[src/rtl/enemies_wave_if.sv]
// Wave controller bundle: collision-side requests in,
// per-enemy control and wave status out.
interface enemies_wave_if #(
  parameter int N_ENEMIES = 4
) ();
  logic                 startOfFrame;
  logic                 pause;
  logic                 startGame;
  logic [N_ENEMIES-1:0] enemyHit;
  logic [N_ENEMIES-1:0] bulletNear;
  logic [N_ENEMIES-1:0] aliveMask;
  logic [N_ENEMIES-1:0] spawnPulse;
  logic [N_ENEMIES-1:0] dodgeGrant;
  logic [3:0]           waveNum;
  logic [2:0]           speedLevel;
  logic                 waveCleared;
  logic                 busy;

  modport master (
    output startOfFrame,
    output pause,
    output startGame,
    output enemyHit,
    output bulletNear,
    input  aliveMask,
    input  spawnPulse,
    input  dodgeGrant,
    input  waveNum,
    input  speedLevel,
    input  waveCleared,
    input  busy
  );

  modport slave (
    input  startOfFrame,
    input  pause,
    input  startGame,
    input  enemyHit,
    input  bulletNear,
    output aliveMask,
    output spawnPulse,
    output dodgeGrant,
    output waveNum,
    output speedLevel,
    output waveCleared,
    output busy
  );
endinterface

[src/rtl/enemies_wave_controller.sv]
// Enemy wave sequencer: staggered spawns, alive tracking,
// wave clear delay and a round-robin dodge token.
module enemies_wave_controller #(
  parameter int N_ENEMIES      = 4,
  parameter int SPAWN_GAP      = 30,
  parameter int CLEAR_DELAY    = 120,
  parameter int DODGE_COOLDOWN = 50,
  parameter int MAX_WAVE       = 15
) (
  input  logic          clk,
  input  logic          resetN,
  enemies_wave_if.slave bus
);

  localparam int N  = N_ENEMIES;
  localparam int IW = $clog2(N);
  localparam int SW = $clog2(SPAWN_GAP + 1);
  localparam int CW = $clog2(CLEAR_DELAY + 1);
  localparam int DW = $clog2(DODGE_COOLDOWN + 1);

  localparam logic [IW-1:0] LAST = IW'(N - 1);
  localparam logic [N-1:0]  ONE  = N'(1);
  localparam logic [3:0]    WMAX = 4'(MAX_WAVE);

  typedef enum logic [1:0] {
    IDLE,
    SPAWN,
    ACTIVE,
    CLEAR_WAIT
  } state_t;

  state_t        state, state_d;
  logic [IW-1:0] spawn_idx, spawn_idx_d;
  logic [SW-1:0] spawn_tmr, spawn_tmr_d;
  logic [CW-1:0] clear_tmr, clear_tmr_d;
  logic [DW-1:0] cool, cool_d;
  logic [IW-1:0] rr_ptr, rr_ptr_d;
  logic [3:0]    wave, wave_d;
  logic [2:0]    speed;
  logic [N-1:0]  alive, alive_d;
  logic [N-1:0]  spawn_q, spawn_d;
  logic [N-1:0]  grant_q, grant_d;
  logic          cleared_q, cleared_d;
  logic          busy_q;
  logic [N-1:0]  req;
  logic          tick;
  logic          fighting;
  logic          pick_ok;
  logic [IW-1:0] pick_idx;
  int            cand;

  assign tick = bus.startOfFrame & ~bus.pause;
  assign req  = bus.bulletNear & alive;

  // Walk downward so the last hit is the first
  // requester at or after rr_ptr.
  always_comb begin
    pick_ok  = 1'b0;
    pick_idx = '0;
    cand     = 0;
    for (int i = N - 1; i >= 0; i--) begin
      cand = int'(rr_ptr) + i;
      if (cand >= N) cand = cand - N;
      if (req[cand[IW-1:0]]) begin
        pick_ok  = 1'b1;
        pick_idx = cand[IW-1:0];
      end
    end
  end

  always_comb begin
    state_d     = state;
    spawn_idx_d = spawn_idx;
    spawn_tmr_d = spawn_tmr;
    clear_tmr_d = clear_tmr;
    cool_d      = cool;
    rr_ptr_d    = rr_ptr;
    wave_d      = wave;
    spawn_d     = '0;
    grant_d     = '0;
    cleared_d   = 1'b0;
    fighting    = (state == SPAWN) ||
                  (state == ACTIVE);

    if (tick && cool != '0) cool_d = cool - DW'(1);

    unique case (state)
      IDLE: begin
        if (bus.startGame) begin
          state_d     = SPAWN;
          wave_d      = 4'd1;
          spawn_idx_d = '0;
          spawn_tmr_d = '0;
        end
      end
      SPAWN: begin
        if (tick) begin
          if (spawn_tmr == '0) begin
            spawn_d     = ONE << spawn_idx;
            spawn_tmr_d = SW'(SPAWN_GAP - 1);
            if (spawn_idx == LAST) state_d = ACTIVE;
            else spawn_idx_d = spawn_idx + IW'(1);
          end else begin
            spawn_tmr_d = spawn_tmr - SW'(1);
          end
        end
      end
      ACTIVE: begin
      end
      CLEAR_WAIT: begin
        if (tick) begin
          if (clear_tmr <= CW'(1)) begin
            state_d     = SPAWN;
            spawn_idx_d = '0;
            spawn_tmr_d = '0;
            wave_d      = (wave < WMAX) ?
                          wave + 4'd1 : wave;
          end else begin
            clear_tmr_d = clear_tmr - CW'(1);
          end
        end
      end
      default: begin
      end
    endcase

    alive_d = (alive & ~bus.enemyHit) | spawn_d;

    if ((state == ACTIVE ||
         (state == SPAWN && spawn_idx != '0)) &&
        alive_d == '0) begin
      state_d     = CLEAR_WAIT;
      clear_tmr_d = CW'(CLEAR_DELAY);
      cleared_d   = 1'b1;
    end

    // The token frees up on the frame the cooldown expires.
    if (fighting && tick && pick_ok &&
        cool <= DW'(1)) begin
      grant_d  = ONE << pick_idx;
      rr_ptr_d = (pick_idx == LAST) ?
                 '0 : pick_idx + IW'(1);
      cool_d   = DW'(DODGE_COOLDOWN);
    end
  end

  always_ff @(posedge clk or negedge resetN) begin
    if (!resetN) begin
      state     <= IDLE;
      spawn_idx <= '0;
      spawn_tmr <= '0;
      clear_tmr <= '0;
      cool      <= '0;
      rr_ptr    <= '0;
      wave      <= '0;
      speed     <= '0;
      alive     <= '0;
      spawn_q   <= '0;
      grant_q   <= '0;
      cleared_q <= 1'b0;
      busy_q    <= 1'b0;
    end else begin
      state     <= state_d;
      spawn_idx <= spawn_idx_d;
      spawn_tmr <= spawn_tmr_d;
      clear_tmr <= clear_tmr_d;
      cool      <= cool_d;
      rr_ptr    <= rr_ptr_d;
      wave      <= wave_d;
      speed     <= (wave_d > 4'd7) ?
                   3'd7 : wave_d[2:0];
      alive     <= alive_d;
      spawn_q   <= spawn_d;
      grant_q   <= grant_d;
      cleared_q <= cleared_d;
      busy_q    <= (state_d != IDLE);
    end
  end

  assign bus.aliveMask   = alive;
  assign bus.spawnPulse  = spawn_q;
  assign bus.dodgeGrant  = grant_q;
  assign bus.waveNum     = wave;
  assign bus.speedLevel  = speed;
  assign bus.waveCleared = cleared_q;
  assign bus.busy        = busy_q;

endmodule

[src/flat_wrapper.sv]
// flat-port wrapper written by rule: the top's interface ports become plain ports
module enemies_wave_controller_flat 
#(
  parameter int N_ENEMIES      = 4,
  parameter int SPAWN_GAP      = 30,
  parameter int CLEAR_DELAY    = 120,
  parameter int DODGE_COOLDOWN = 50,
  parameter int MAX_WAVE       = 15
)
  (clk, resetN, bus_startOfFrame, bus_pause, bus_startGame, bus_enemyHit, bus_bulletNear, bus_aliveMask, bus_spawnPulse, bus_dodgeGrant, bus_waveNum, bus_speedLevel, bus_waveCleared, bus_busy);
  enemies_wave_if #(.N_ENEMIES(N_ENEMIES)) bus_i ();
  input  logic clk;
  input  logic resetN;
  input wire logic [$bits(bus_i.startOfFrame)-1:0] bus_startOfFrame;
  input wire logic [$bits(bus_i.pause)-1:0] bus_pause;
  input wire logic [$bits(bus_i.startGame)-1:0] bus_startGame;
  input wire logic [$bits(bus_i.enemyHit)-1:0] bus_enemyHit;
  input wire logic [$bits(bus_i.bulletNear)-1:0] bus_bulletNear;
  output wire logic [$bits(bus_i.aliveMask)-1:0] bus_aliveMask;
  output wire logic [$bits(bus_i.spawnPulse)-1:0] bus_spawnPulse;
  output wire logic [$bits(bus_i.dodgeGrant)-1:0] bus_dodgeGrant;
  output wire logic [$bits(bus_i.waveNum)-1:0] bus_waveNum;
  output wire logic [$bits(bus_i.speedLevel)-1:0] bus_speedLevel;
  output wire logic [$bits(bus_i.waveCleared)-1:0] bus_waveCleared;
  output wire logic [$bits(bus_i.busy)-1:0] bus_busy;
  assign bus_i.startOfFrame = bus_startOfFrame;
  assign bus_i.pause = bus_pause;
  assign bus_i.startGame = bus_startGame;
  assign bus_i.enemyHit = bus_enemyHit;
  assign bus_i.bulletNear = bus_bulletNear;
  assign bus_aliveMask = bus_i.aliveMask;
  assign bus_spawnPulse = bus_i.spawnPulse;
  assign bus_dodgeGrant = bus_i.dodgeGrant;
  assign bus_waveNum = bus_i.waveNum;
  assign bus_speedLevel = bus_i.speedLevel;
  assign bus_waveCleared = bus_i.waveCleared;
  assign bus_busy = bus_i.busy;
  enemies_wave_controller #(.N_ENEMIES(N_ENEMIES), .SPAWN_GAP(SPAWN_GAP), .CLEAR_DELAY(CLEAR_DELAY), .DODGE_COOLDOWN(DODGE_COOLDOWN), .MAX_WAVE(MAX_WAVE)) u_core (.clk(clk), .resetN(resetN), .bus(bus_i));
endmodule
[config.mk]
export PLATFORM = sky130hd
export DESIGN_NAME = enemies_wave_controller_flat
export DESIGN_NICKNAME = d
export VERILOG_FILES = /design/src/rtl/enemies_wave_if.sv /design/src/rtl/enemies_wave_controller.sv /design/src/flat_wrapper.sv
export SDC_FILE = /design/constraint.sdc
export NUM_CORES = 1
export LEC_CHECK = 0
export ABC_AREA = 1
export BUFFER_PORTS_ARGS = -buffer_cell sky130_fd_sc_hd__buf_2
export CAP_MARGIN = 15
export CORE_AREA = 4 4 133 97
export CTS_BUF_LIST = sky130_fd_sc_hd__clkbuf_16
export CTS_CLUSTER_DIAMETER = 60
export DETAILED_ROUTE_END_ITERATION = 8
export DIE_AREA = 0 0 137 101
export GPL_TIMING_DRIVEN = 1
export SKIP_CTS_REPAIR_TIMING = 1
export SYNTH_ARGS = -nofsm -noshare
export SYNTH_HDL_FRONTEND = slang
export SYNTH_SLANG_ARGS = --single-unit
[constraint.sdc]
create_clock -name clk -period 2.9 [get_ports clk]
set_input_delay 0.145 -clock clk [delete_from_list [all_inputs] [get_ports clk]]
set_output_delay 0.145 -clock clk [all_outputs]
set_load 0.03 [all_outputs]
==> results.json <==
{
  "outcome": "completed",
  "grt_max_degree": 46,
  "synth.cell_area_sq_um": 2848,
  "finalCritPeriodShare_pct": 73.69,
  "synth.distinct_cells": 31,
  "synth.avg_cell_area_sq_um": 7.888,
  "firstDrtPassIters": 4,
  "met3_usage_pct": 3.244,
  "use_met1_pct": 14.86,
  "wire_per_inst_um": 10.84,
  "layout_common_cells": "nand2_1 (96), inv_1 (61), dfrtp_1 (45), buf_2 (33), nand3_1 (32)",
  "power.density_nw_per_um2": 1000,
  "synth_top_family_by_area": "simple AND/OR/NAND/NOR gates",
  "first_global_vias": 2154,
  "path_cells": "inv_1, ha_1, inv_1, o21ai_0, nand3_2, nor2_4, nand2_4, nand2_1, nand2_1, nand2_1",
  "tritoncts": "yes",
  "synth_adder_area_share_pct": 8.348,
  "diodes": 0,
  "dr.first_iter.drc_count": 111,
  "fp-row-count": 33,
  "power_w": 0.003381,
  "regToRegStartpoint": "u_core.state[1]",
  "cts_buffer_depth": 2,
  "antenna_found_initial": 0,
  "drv_slew": 0,
  "start_kind": "flop",
  "crit_path_max_fanout": 17,
  "synthXorXnorAreaFrac_pct": 3.954,
  "ant_nets": 0,
  "initial_utilization_pct": 24.63,
  "yosysWarnings": 0,
  "cts.sink_count": 45,
  "pre_cts_ws_ns": 0.7427,
  "worstPathArrival_ns": 2.36,
  "critPathKind": "reg2reg",
  "cts.clk_slew.worst_paths_ns": 0.06,
  "drive_gt1_share_pct": 18.70,
  "critPathMaxStageDelay_ns": 0.46,
  "drc": 0,
  "hold_violations": 0,
  "p_leak_nw": 1.861,
  "cp.required_ns": 3.13,
  "crit_path_frequent_cell": "nand2_1",
  "fin_setup_tns_ns": 0,
  "io_buffers": 33,
  "dp_hpwl_um": 4672,
  "crit_start": "u_core.state[1]",
  "grt.busiest_layer": "met1",
  "grt_pass1_wl_um": 10450,
  "wl_um": 6046,
  "slowest_stage": "ha_1",
  "die_area_sq_um": 13840,
  "hp-start": "bus_enemyHit[1]",
  "worstMarginPinSlew_ns": 0.6091,
  "nets": 432,
  "cap_violations": 0,
  "synthCells": 361,
  "dp_cells": 548,
  "cts_buffers": 5,
  "synth_mux_area_share_pct": 0,
  "fmax_mhz": 467.9,
  "grt_usage_pct": 9.464,
  "period_needed_ns": 2.137,
  "setup_viol": 0,
  "hp-class": "in2reg",
  "synth_compound_area_share_pct": 7.381,
  "io_pins": 34,
  "instances_no_fill": 558,
  "grt_overflow_total": 0,
  "rsz0062_at_grt": "false",
  "syn_nets": 393,
  "ir_drop_uv": 385.9,
  "via_per_inst": 4.093,
  "grtUsageMet2_pct": 12.47,
  "num_vias": 2284,
  "skew_ns": 0.004179,
  "relSlewSlack_pct": 59.40,
  "core_sq_um": 11560,
  "reg2reg_slack_ns": 0.76,
  "yosysSeqAreaShare_pct": 39.54,
  "clock_latency_ns": 0.29,
  "area_delta_synth_final_pct": 18.67,
  "h-tree-depth": 2,
  "synth-simple-area-share_pct": 30.45,
  "die_h_um": 101,
  "worst_slack_ns": 0.7630,
  "mostFrequentLayoutCell": "nand2_1",
  "place_congestion": 0.7853,
  "die_w_um": 137,
  "setup.worst_path.end_class": "flop",
  "ys_seq_elements": 45,
  "root_buffer": "clkbuf_16"
}
[per-stage QoR]
| step | utilization, % | hold WS (ns) | instance area (sq um) |
|---|---|---|---|
| 6_report | 29.23 | 0.09068 | 3379 |
| 5_1_grt | 29.23 | 0.09108 | 3379 |
| 4_1_cts | 28.91 | 0.08678 | 3342 |
| 3_5_place_dp | 27.47 | 0.3948 | 3176 |
| 3_3_place_gp | 27.47 | 0.3874 | 3176 |
| 2_1_floorplan | - | -0.1506 | 2848 |
[synth_stat cells]
library cell   n  area (sq um)
ha_1          19         237.7
a31o_2         1         8.760
xnor2_2        1         16.27
clkbuf_4       1         7.510
buf_6          1         11.26
a21oi_1       13         65.06
o21ai_1        4         20.02
inv_1         61         229.0
nor3_1         1         5.000
nand3_4        2         35.03
inv_2          6         22.52
nor2_2         7         43.79
inv_6          1         8.760
nand2_4        4         45.04
nor2_1        24         90.09
a21oi_2        1         8.760
nand3_2        3         30.03
o211ai_2       1         12.51
nand2_2        1         6.260
nor2_4         3         33.78
xor2_1        11         96.34
nand4_1        5         31.28
buf_8          1         15.01
nand2_1       96         360.4
or2_0          1         6.260
o211ai_1       4         30.03
dfrtp_1       45          1126
o21ai_0        8         40.04
o22ai_2        2         25.02
nor2_8         1         20.02
nand3_1       32         160.2
[metal layers]
metal	part of all wire, %	wire [um]
met1	55	3352
met2	37	2237
met3	7.1	429
met4	0.45	27
met5	0	0
[critical path: cells and delay by family, from the launching register on]
family / cells / cell delay [ns]
AND/OR/NAND/NOR: 6 / 0.67
adder cells (fa/ha/maj): 1 / 0.46
flip-flops: 1 / 0.41
buffers and inverters: 2 / 0.31
AO/OA/AOI/OAI: 1 / 0.24
[cells by family after synthesis]
logic type / after synthesis
AOI/OAI and AO/OA: 34
xor gates and xnor gates: 12
adders and majority gates: 19
buffers and inverters: 71
DFF: 45
and+or+nand+nor: 180
[sequential cells by signal (all words and copies together), names as in the netlist]
register                count
u_core.cool                 6
u_core.bus.speedLevel       3
u_core.rr_ptr               2
u_core.bus.waveCleared      1
u_core.bus.dodgeGrant       4
u_core.bus.waveNum          4
u_core.clear_tmr            7
u_core.bus.busy             1
u_core.spawn_idx            2
u_core.state                2
u_core.bus.spawnPulse       4
u_core.bus.aliveMask        4
u_core.spawn_tmr            5
[cell type report]
type / count / area, sq um
Sequential cell: 45 / 1126
Multi-Input combinational cell: 245 / 1428
Timing Repair Buffer: 35 / 202.7
Fill cell: 1269 / 8182
Inverter: 68 / 260.3
Tap cell: 157 / 196.4
Clock inverter: 3 / 41.29
Clock buffer: 5 / 125.1
[path summary, 6_finish.rpt]
path | cells past startpoint | to
setup / recovery | 10 | u_core.clear_tmr[6]
hold / removal | 2 | u_core.bus.aliveMask[1]
setup reg to reg | 10 | u_core.clear_tmr[6]
hold reg to reg | 2 | u_core.clear_tmr[6]
max in group asynchronous | 3 | u_core.bus.speedLevel[1]
min in group asynchronous | 2 | u_core.bus.spawnPulse[0]
[power breakdown]
group          total [W]  switching (W)  internal, W
Sequential      0.000981       0.000162     0.000820
Clock           0.000649       0.000245     0.000404
Combinational    0.00175        0.00115     0.000600
Total            0.00338        0.00156      0.00182
No activity file was read; power rests on OpenSTA's default activity.
